## src/rtl/led_pattern_pkg.sv

```systemverilog
// Shared types and field widths for the LED pattern transmitter.
package led_pattern_pkg;

   localparam int unsigned CNT_W = 4;
   localparam int unsigned PER_W = 8;

   typedef enum logic [1:0] {MODE_OFF, MODE_ON, MODE_BLINK, MODE_RSVD} mode_e;
   typedef enum logic [1:0] {IDLE, HOLD, ON_PH, OFF_PH} state_e;

endpackage

```

## src/rtl/tick_gen.sv

```systemverilog
// Tick prescaler: one-cycle tick every CLK_HZ/TICK_HZ clocks, restartable via clr_i.
module tick_gen #(
   parameter int unsigned CLK_HZ  = 100_000_000,
   parameter int unsigned TICK_HZ = 1000
) (
   input  logic clk,
   input  logic rst,
   input  logic clr_i,
   output logic tick_o
);

   localparam int unsigned DIV = CLK_HZ / TICK_HZ;
   localparam int unsigned CW  = (DIV > 1) ? $clog2(DIV) : 1;
   localparam logic [CW-1:0] TC = CW'(DIV - 1);

   logic [CW-1:0] r_cnt;

   assign tick_o = (r_cnt == TC);

   always_ff @(posedge clk) begin
      if (rst || clr_i || tick_o) r_cnt <= '0;
      else                        r_cnt <= r_cnt + 1'b1;
   end

endmodule

```

## src/rtl/led_pattern_tx.sv

```systemverilog
// Drives one LED as off, steady on, or N blinks at a PWM brightness from a
// valid/ready command; reports busy and a one-cycle done pulse.
module led_pattern_tx
   import led_pattern_pkg::*;
#(
   parameter int unsigned CLK_HZ  = 100_000_000,
   parameter int unsigned TICK_HZ = 1000,
   parameter int unsigned PWM_W   = 8
) (
   input  logic             clk,
   input  logic             rst,
   input  logic             cmd_valid_i,
   output logic             cmd_ready_o,
   input  logic [1:0]       cmd_mode_i,
   input  logic [CNT_W-1:0] cmd_count_i,
   input  logic [PER_W-1:0] cmd_period_i,
   input  logic [PWM_W-1:0] cmd_duty_i,
   output logic             led_o,
   output logic             busy_o,
   output logic             done_o
);

   state_e           r_state;
   state_e           w_state_nx;
   logic [PER_W-1:0] r_timer;
   logic [PER_W-1:0] r_period;
   logic [CNT_W-1:0] r_remain;
   logic [PWM_W-1:0] r_duty;
   logic [PWM_W-1:0] r_pwm_cnt;
   logic             w_accept;
   logic             w_tick;
   logic             w_done_nx;
   logic [PWM_W-1:0] w_duty_nx;
   logic             w_pwm_on;
   logic             w_led_nx;
   logic [PER_W-1:0] w_period_eff;
   logic             w_expire;

   assign cmd_ready_o  = (r_state == IDLE) || (r_state == HOLD);
   assign w_accept     = cmd_valid_i && cmd_ready_o;
   assign w_period_eff = (cmd_period_i == '0) ? PER_W'(1) : cmd_period_i;
   assign w_expire     = w_tick && (r_timer == PER_W'(1));

   tick_gen #(
      .CLK_HZ (CLK_HZ),
      .TICK_HZ(TICK_HZ)
   ) u_tick (
      .clk   (clk),
      .rst   (rst),
      .clr_i (w_accept),
      .tick_o(w_tick)
   );

   always_comb begin
      w_state_nx = r_state;
      w_done_nx  = 1'b0;
      case (r_state)
         IDLE, HOLD: begin
            if (w_accept) begin
               case (mode_e'(cmd_mode_i))
                  MODE_ON: w_state_nx = HOLD;
                  MODE_BLINK: begin
                     if (cmd_count_i != '0) begin
                        w_state_nx = ON_PH;
                     end else begin
                        w_state_nx = IDLE;
                        w_done_nx  = 1'b1;
                     end
                  end
                  default: begin
                     w_state_nx = IDLE;
                     w_done_nx  = 1'b1;
                  end
               endcase
            end
         end
         ON_PH: if (w_expire) w_state_nx = OFF_PH;
         OFF_PH: begin
            if (w_expire) begin
               if (r_remain == CNT_W'(1)) begin
                  w_state_nx = IDLE;
                  w_done_nx  = 1'b1;
               end else begin
                  w_state_nx = ON_PH;
               end
            end
         end
         default: w_state_nx = IDLE;
      endcase
   end

   // LED register is fed from the next state and next duty so it changes
   // on the cycle right after an accept or an expiring tick.
   assign w_duty_nx = w_accept ? cmd_duty_i : r_duty;
   assign w_pwm_on  = (w_duty_nx == '1) || (r_pwm_cnt < w_duty_nx);
   assign w_led_nx  = ((w_state_nx == HOLD) || (w_state_nx == ON_PH)) && w_pwm_on;

   always_ff @(posedge clk) begin
      if (rst) begin
         r_state   <= IDLE;
         r_timer   <= '0;
         r_period  <= '0;
         r_remain  <= '0;
         r_duty    <= '0;
         r_pwm_cnt <= '0;
         led_o     <= 1'b0;
         busy_o    <= 1'b0;
         done_o    <= 1'b0;
      end else begin
         r_state   <= w_state_nx;
         r_pwm_cnt <= r_pwm_cnt + 1'b1;
         led_o     <= w_led_nx;
         busy_o    <= (w_state_nx == ON_PH) || (w_state_nx == OFF_PH);
         done_o    <= w_done_nx;
         if (w_accept) begin
            r_duty   <= cmd_duty_i;
            r_period <= w_period_eff;
            r_timer  <= w_period_eff;
            r_remain <= cmd_count_i;
         end else if (w_tick && ((r_state == ON_PH) || (r_state == OFF_PH))) begin
            if (r_timer == PER_W'(1)) begin
               r_timer <= r_period;
               if (r_state == OFF_PH) r_remain <= r_remain - 1'b1;
            end else begin
               r_timer <= r_timer - 1'b1;
            end
         end
      end
   end

endmodule

```

## config.mk

```make
export PLATFORM = sky130hd
export DESIGN_NAME = led_pattern_tx
export DESIGN_NICKNAME = d
export VERILOG_FILES = /design/src/rtl/led_pattern_pkg.sv /design/src/rtl/tick_gen.sv /design/src/rtl/led_pattern_tx.sv
export SDC_FILE = /design/constraint.sdc
export NUM_CORES = 1
export LEC_CHECK = 0
export CAP_MARGIN = 15
export CORE_MARGIN = 2
export CORE_UTILIZATION = 45
export DETAILED_ROUTE_END_ITERATION = 16
export GPL_ROUTABILITY_DRIVEN = 0
export PLACE_DENSITY = 0.69
export REMOVE_ABC_BUFFERS = 1
export SYNTH_ARGS = -nofsm -noshare
export SYNTH_HDL_FRONTEND = slang
export SYNTH_HIERARCHICAL = 1
export SYNTH_SLANG_ARGS = --single-unit
```

## constraint.sdc

```tcl
create_clock -name clk -period 3.93 [get_ports clk]
set_input_delay 0.393 -clock clk [delete_from_list [all_inputs] [get_ports clk]]
set_output_delay 0.393 -clock clk [all_outputs]
set_load 0.005 [all_outputs]
```

==> results of run 1 <==
-- Yosys cell counts, types with 2 or more instances --
| library cell | n |
|---|---|
| sky130_fd_sc_hd__a211oi_1 | 2 |
| sky130_fd_sc_hd__a21o_1 | 2 |
| sky130_fd_sc_hd__a21oi_1 | 25 |
| sky130_fd_sc_hd__a22oi_1 | 2 |
| sky130_fd_sc_hd__a31oi_1 | 3 |
| sky130_fd_sc_hd__and3_1 | 2 |
| sky130_fd_sc_hd__buf_2 | 5 |
| sky130_fd_sc_hd__buf_6 | 2 |
| sky130_fd_sc_hd__clkbuf_1 | 6 |
| sky130_fd_sc_hd__dfxtp_1 | 58 |
| sky130_fd_sc_hd__ha_1 | 16 |
| sky130_fd_sc_hd__inv_1 | 14 |
| sky130_fd_sc_hd__mux2i_1 | 8 |
| sky130_fd_sc_hd__nand2_1 | 30 |
| sky130_fd_sc_hd__nand2b_1 | 2 |
| sky130_fd_sc_hd__nand3_1 | 16 |
| sky130_fd_sc_hd__nand4_1 | 10 |
| sky130_fd_sc_hd__nor2_1 | 41 |
| sky130_fd_sc_hd__nor3_1 | 8 |
| sky130_fd_sc_hd__nor3b_1 | 2 |
| sky130_fd_sc_hd__nor4_1 | 7 |
| sky130_fd_sc_hd__o211ai_1 | 4 |
| sky130_fd_sc_hd__o21ai_0 | 14 |
| sky130_fd_sc_hd__o21ai_1 | 2 |
| sky130_fd_sc_hd__o31ai_1 | 2 |
| sky130_fd_sc_hd__or3_1 | 3 |
| sky130_fd_sc_hd__or4_1 | 2 |
| sky130_fd_sc_hd__xnor2_1 | 17 |
| sky130_fd_sc_hd__xor2_1 | 10 |
-- power breakdown --
group | total (mW) | switching, mW | internal (mW)
combinational | 0.166 | 0.0837 | 0.0826
clock | 0.599 | 0.244 | 0.355
sequential | 0.638 | 0.0232 | 0.614
total | 1.40 | 0.351 | 1.05
-- area by class of cell --
class	instances	area [µm²]	area share
Timing Repair Buffer	31	302.8	0.08631
Sequential cell	58	1161	0.3310
Inverter	15	56.30	0.01605
Clock buffer	9	123.9	0.03531
Tap cell	77	96.34	0.02746
Multi-Input combinational cell	256	1674	0.4772
Clock inverter	7	93.84	0.02675
-- layout by cell type (no fill, tap or decap), types with 3 or more instances in the layout --
| cell type | Yosys | final |
|---|---|---|
| sky130_fd_sc_hd__or3_1 | 3 | 3 |
| sky130_fd_sc_hd__nand4_1 | 10 | 10 |
| sky130_fd_sc_hd__nor2_1 | 41 | 41 |
| sky130_fd_sc_hd__xor2_1 | 10 | 10 |
| sky130_fd_sc_hd__a31oi_1 | 3 | 3 |
| sky130_fd_sc_hd__clkdlybuf4s50_1 | 0 | 28 |
| sky130_fd_sc_hd__nor3_1 | 8 | 8 |
| sky130_fd_sc_hd__o211ai_1 | 4 | 4 |
| sky130_fd_sc_hd__buf_4 | 0 | 3 |
| sky130_fd_sc_hd__clkbuf_8 | 0 | 9 |
| sky130_fd_sc_hd__a21oi_1 | 25 | 25 |
| sky130_fd_sc_hd__nand2_1 | 30 | 30 |
| sky130_fd_sc_hd__o21ai_0 | 14 | 14 |
| sky130_fd_sc_hd__dfxtp_1 | 58 | 58 |
| sky130_fd_sc_hd__nand3_1 | 16 | 16 |
| sky130_fd_sc_hd__xnor2_1 | 17 | 17 |
| sky130_fd_sc_hd__ha_1 | 16 | 16 |
| sky130_fd_sc_hd__mux2i_1 | 8 | 8 |
| sky130_fd_sc_hd__inv_1 | 14 | 14 |
| sky130_fd_sc_hd__nor4_1 | 7 | 7 |
-- critical path: cells and delay by family, from the launching register on --
| kind | cells | cell delay [ns] |
|---|---|---|
| adders and majority gates | 2 | 0.59 |
| AOI/OAI and AO/OA | 3 | 0.40 |
| and+or+nand+nor | 7 | 1.92 |
| DFF | 1 | 0.39 |
-- layer usage --
layer / up-vias / wire length [µm] / GRT usage
met5: - / 0 / 0
met2: 45 / 2858 / 0.2841
met3: 9 / 240 / 0.05058
met1: 1126 / 2977 / 0.2338
li1: 1265 / - / -
met4: 0 / 95 / 0.08225
-- kinds of logic (layout without fill, tap and decap cells) --
family / Yosys count / count (layout) / share of synthesized area
AND/OR/NAND/NOR: 141 / 141 / 0.2556
AO/OA/AOI/OAI: 63 / 63 / 0.1299
flip-flops: 58 / 58 / 0.3914
buffers and inverters: 29 / 62 / 0.04428
XOR/XNOR: 27 / 27 / 0.07971
adder cells (fa/ha/maj): 16 / 16 / 0.06748
multiplexers: 9 / 9 / 0.03163
-- worst paths after layout --
check | startpoint | endpoint | slack, ns | depth (start not counted)
setup / recovery | u_tick/r_cnt[0]$_SDFF_PP0_ | led_o$_SDFF_PP0_ | 0.53 | 12
hold / removal | r_period[5]$_SDFFE_PP0N_ | r_period[5]$_SDFFE_PP0N_ | 0.46 | 2
setup reg to reg | u_tick/r_cnt[0]$_SDFF_PP0_ | led_o$_SDFF_PP0_ | 0.53 | 12
hold reg to reg | r_period[5]$_SDFFE_PP0N_ | r_period[5]$_SDFFE_PP0N_ | 0.46 | 2
-- per-stage QoR --
step / worst slack [ns] / util / hold WS, ns
2_1_floorplan: 0.9893 / - / 0.4264
3_3_place_gp: 0.6908 / 0.5182 / 0.4449
3_5_place_dp: 0.5726 / 0.5182 / 0.4506
4_1_cts: 0.5553 / 0.5525 / 0.4600
5_1_grt: 0.2390 / 0.5525 / 0.4878
6_report: 0.5251 / 0.5525 / 0.4578
-- flip-flops by register name, summed over array words and instances (netlist names) --
register	flops
r_duty	8
led_o	1
r_remain	4
done_o	1
u_tick/r_cnt	17
busy_o	1
r_timer	8
r_pwm_cnt	8
r_period	8
r_state	2
==> run_summary.xml, run 1 <==
<?xml version="1.0" encoding="UTF-8"?>
<metrics>
  <group name="grt">
    <metric name="grt_first_pass_wirelength" unit="µm">10630</metric>
    <metric name="pin_count_of_the_biggest_net_entering_global_routing" unit="">25</metric>
    <metric name="globalRouteOverflowTotal" unit="">0</metric>
    <metric name="track_usage" unit="">0.1819</metric>
    <metric name="grt_pass1_vias" unit="">2371</metric>
    <metric name="grt_antenna_before_repair" unit="">0</metric>
  </group>
  <group name="clock_network">
    <metric name="clkSinkCount" unit="">58</metric>
    <metric name="cts.reportedPaths.clkPinSlew" unit="ns">0.07</metric>
    <metric name="clk-insertion-delay-late" unit="ns">0.34</metric>
    <metric name="cts.hold.buffers_added" unit="">0</metric>
    <metric name="cts_htree_levels" unit="">3</metric>
    <metric name="tritoncts" unit="">yes</metric>
    <metric name="postCtsSetupBuffers" unit="">0</metric>
    <metric name="ctsLongestPathBuffers" unit="">2</metric>
    <metric name="cts_buffers" unit="">9</metric>
    <metric name="post_cts.resized_instances" unit="">0</metric>
    <metric name="clock-root-buffer" unit="">sky130_fd_sc_hd__clkbuf_8</metric>
  </group>
  <group name="pwr">
    <metric name="totalPowerFinal" unit="mW">1.403</metric>
    <metric name="static_leakage" unit="nW">1.292</metric>
    <metric name="power_per_cell_area" unit="nW/µm²">399.9</metric>
    <metric name="ir_worst_vdd" unit="mV">0.2361</metric>
  </group>
  <group name="finish">
    <metric name="design.final.nets" unit="">412</metric>
    <metric name="insertedDiodeCount" unit="">0</metric>
    <metric name="finished_cell_area" unit="µm²">3508</metric>
    <metric name="final_layout_fill_cell_count" unit="">576</metric>
    <metric name="layout-area-overhead-vs-synth" unit="%">18.26</metric>
    <metric name="instances_no_fill" unit="">453</metric>
    <metric name="drive_gt1_frac" unit="">0.09043</metric>
  </group>
  <group name="detailed_routing">
    <metric name="drt_first_iter_violations" unit="">78</metric>
    <metric name="antenna_violating_nets_post_route" unit="">0</metric>
    <metric name="drcViolationCount" unit="">0</metric>
    <metric name="finalWirelength" unit="µm">6172</metric>
    <metric name="routedWlPerCell" unit="µm">13.62</metric>
    <metric name="drt_pass_1_iters" unit="">4</metric>
    <metric name="route.detailed.vias_per_inst" unit="">5.397</metric>
    <metric name="route.vias.total" unit="">2445</metric>
  </group>
  <group name="sta">
    <metric name="post-route-period-util" unit="">0.8664</metric>
    <metric name="final_period_minus_worst_setup_slack" unit="ns">3.405</metric>
    <metric name="slew-limit-headroom" unit="">0.4124</metric>
    <metric name="finalMaxSlewViolations" unit="">0</metric>
    <metric name="rsz_0062_raised_after_global_routing" unit="">false</metric>
    <metric name="final.setup.tns" unit="ns">0</metric>
    <metric name="finalHoldViolCount" unit="">0</metric>
    <metric name="max_freq" unit="GHz">0.2937</metric>
    <metric name="worstMarginPinSlew" unit="ns">0.8786</metric>
    <metric name="fin_clk_skew" unit="ns">0.009730</metric>
    <metric name="finalSetupViolations" unit="">0</metric>
  </group>
  <group name="logic_synthesis">
    <metric name="synth-async-reset-ratio" unit="">0</metric>
    <metric name="syn-cell-area" unit="µm²">2967</metric>
    <metric name="ys_ff_latch" unit="">58</metric>
    <metric name="ys_top_cells_by_area" unit="">sky130_fd_sc_hd__dfxtp_1 39%, sky130_fd_sc_hd__ha_1 6.7%, sky130_fd_sc_hd__nor2_1 5.2%</metric>
    <metric name="edff_count_synth" unit="">0</metric>
    <metric name="synthDominantAreaCellType" unit="">sky130_fd_sc_hd__dfxtp_1</metric>
    <metric name="yosys_warns" unit="">6</metric>
    <metric name="avgSynthCellArea" unit="µm²">8.649</metric>
    <metric name="yosys.cell_types.count" unit="">57</metric>
    <metric name="syn_inst" unit="">343</metric>
    <metric name="ys_dominant_reg_cell" unit="">sky130_fd_sc_hd__dfxtp_1</metric>
    <metric name="yosysTopAreaCellShare" unit="">0.3914</metric>
    <metric name="seq_area_frac_synth" unit="">0.3914</metric>
  </group>
  <group name="die">
    <metric name="placement_rows" unit="">29</metric>
    <metric name="fp.dieW" unit="µm">85.20</metric>
    <metric name="floorplan.core_area" unit="µm²">6350</metric>
    <metric name="floorplan.initialDensity" unit="">0.4672</metric>
    <metric name="die_area" unit="µm²">7258</metric>
    <metric name="pin_count" unit="">29</metric>
    <metric name="die_height" unit="µm">85.20</metric>
  </group>
  <group name="placed_design">
    <metric name="numPlacedInstances" unit="">437</metric>
    <metric name="dpl_cell_area" unit="µm²">3291</metric>
    <metric name="dp_hpwl" unit="µm">4447</metric>
    <metric name="port-buffer-count" unit="">28</metric>
  </group>
  <group name="critical_path">
    <metric name="worstSetupStartpointType" unit="">flip-flop</metric>
    <metric name="critical-path-slowest-cell" unit="">sky130_fd_sc_hd__and4_1</metric>
    <metric name="critical_path.most_common_cell" unit="">sky130_fd_sc_hd__ha_1</metric>
    <metric name="worstPathRequired" unit="ns">4.16</metric>
    <metric name="worstSetupPathType" unit="">reg2reg</metric>
    <metric name="cp_cell_sequence" unit="">ha_1, nand4_4, or2_4, nor3_1, and2_1, and4_1, nand3_2, o21a_2, ha_1, nor4bb_1, a31oi_1, o21ai_1</metric>
    <metric name="critPathArrivalTime" unit="ns">3.63</metric>
    <metric name="critPathMaxStageDelay" unit="ns">0.42</metric>
    <metric name="cp-end-kind" unit="">flip-flop</metric>
    <metric name="path_max_fanout" unit="">9</metric>
  </group>
  <group name="flow_run">
    <metric name="maxCapViolCount" unit="">0</metric>
  </group>
  <group name="hold_path">
    <metric name="worstHoldPathType" unit="">reg2reg</metric>
  </group>
  <group name="status">
    <metric name="run_status" unit="">finished clean</metric>
  </group>
</metrics>
Power figures use the tool's default switching activity.
==> run 2, diff against run 1 <==
--- a/config.mk
+++ b/config.mk
@@ -8,6 +8,7 @@
 export CAP_MARGIN = 15
 export CORE_MARGIN = 2
 export CORE_UTILIZATION = 45
+export CTS_CLUSTER_DIAMETER = 60
 export DETAILED_ROUTE_END_ITERATION = 16
 export GPL_ROUTABILITY_DRIVEN = 0
 export PLACE_DENSITY = 0.69
==> results of run 2 <==
The final DEF is identical to that of run 1; final timing and power are the same.
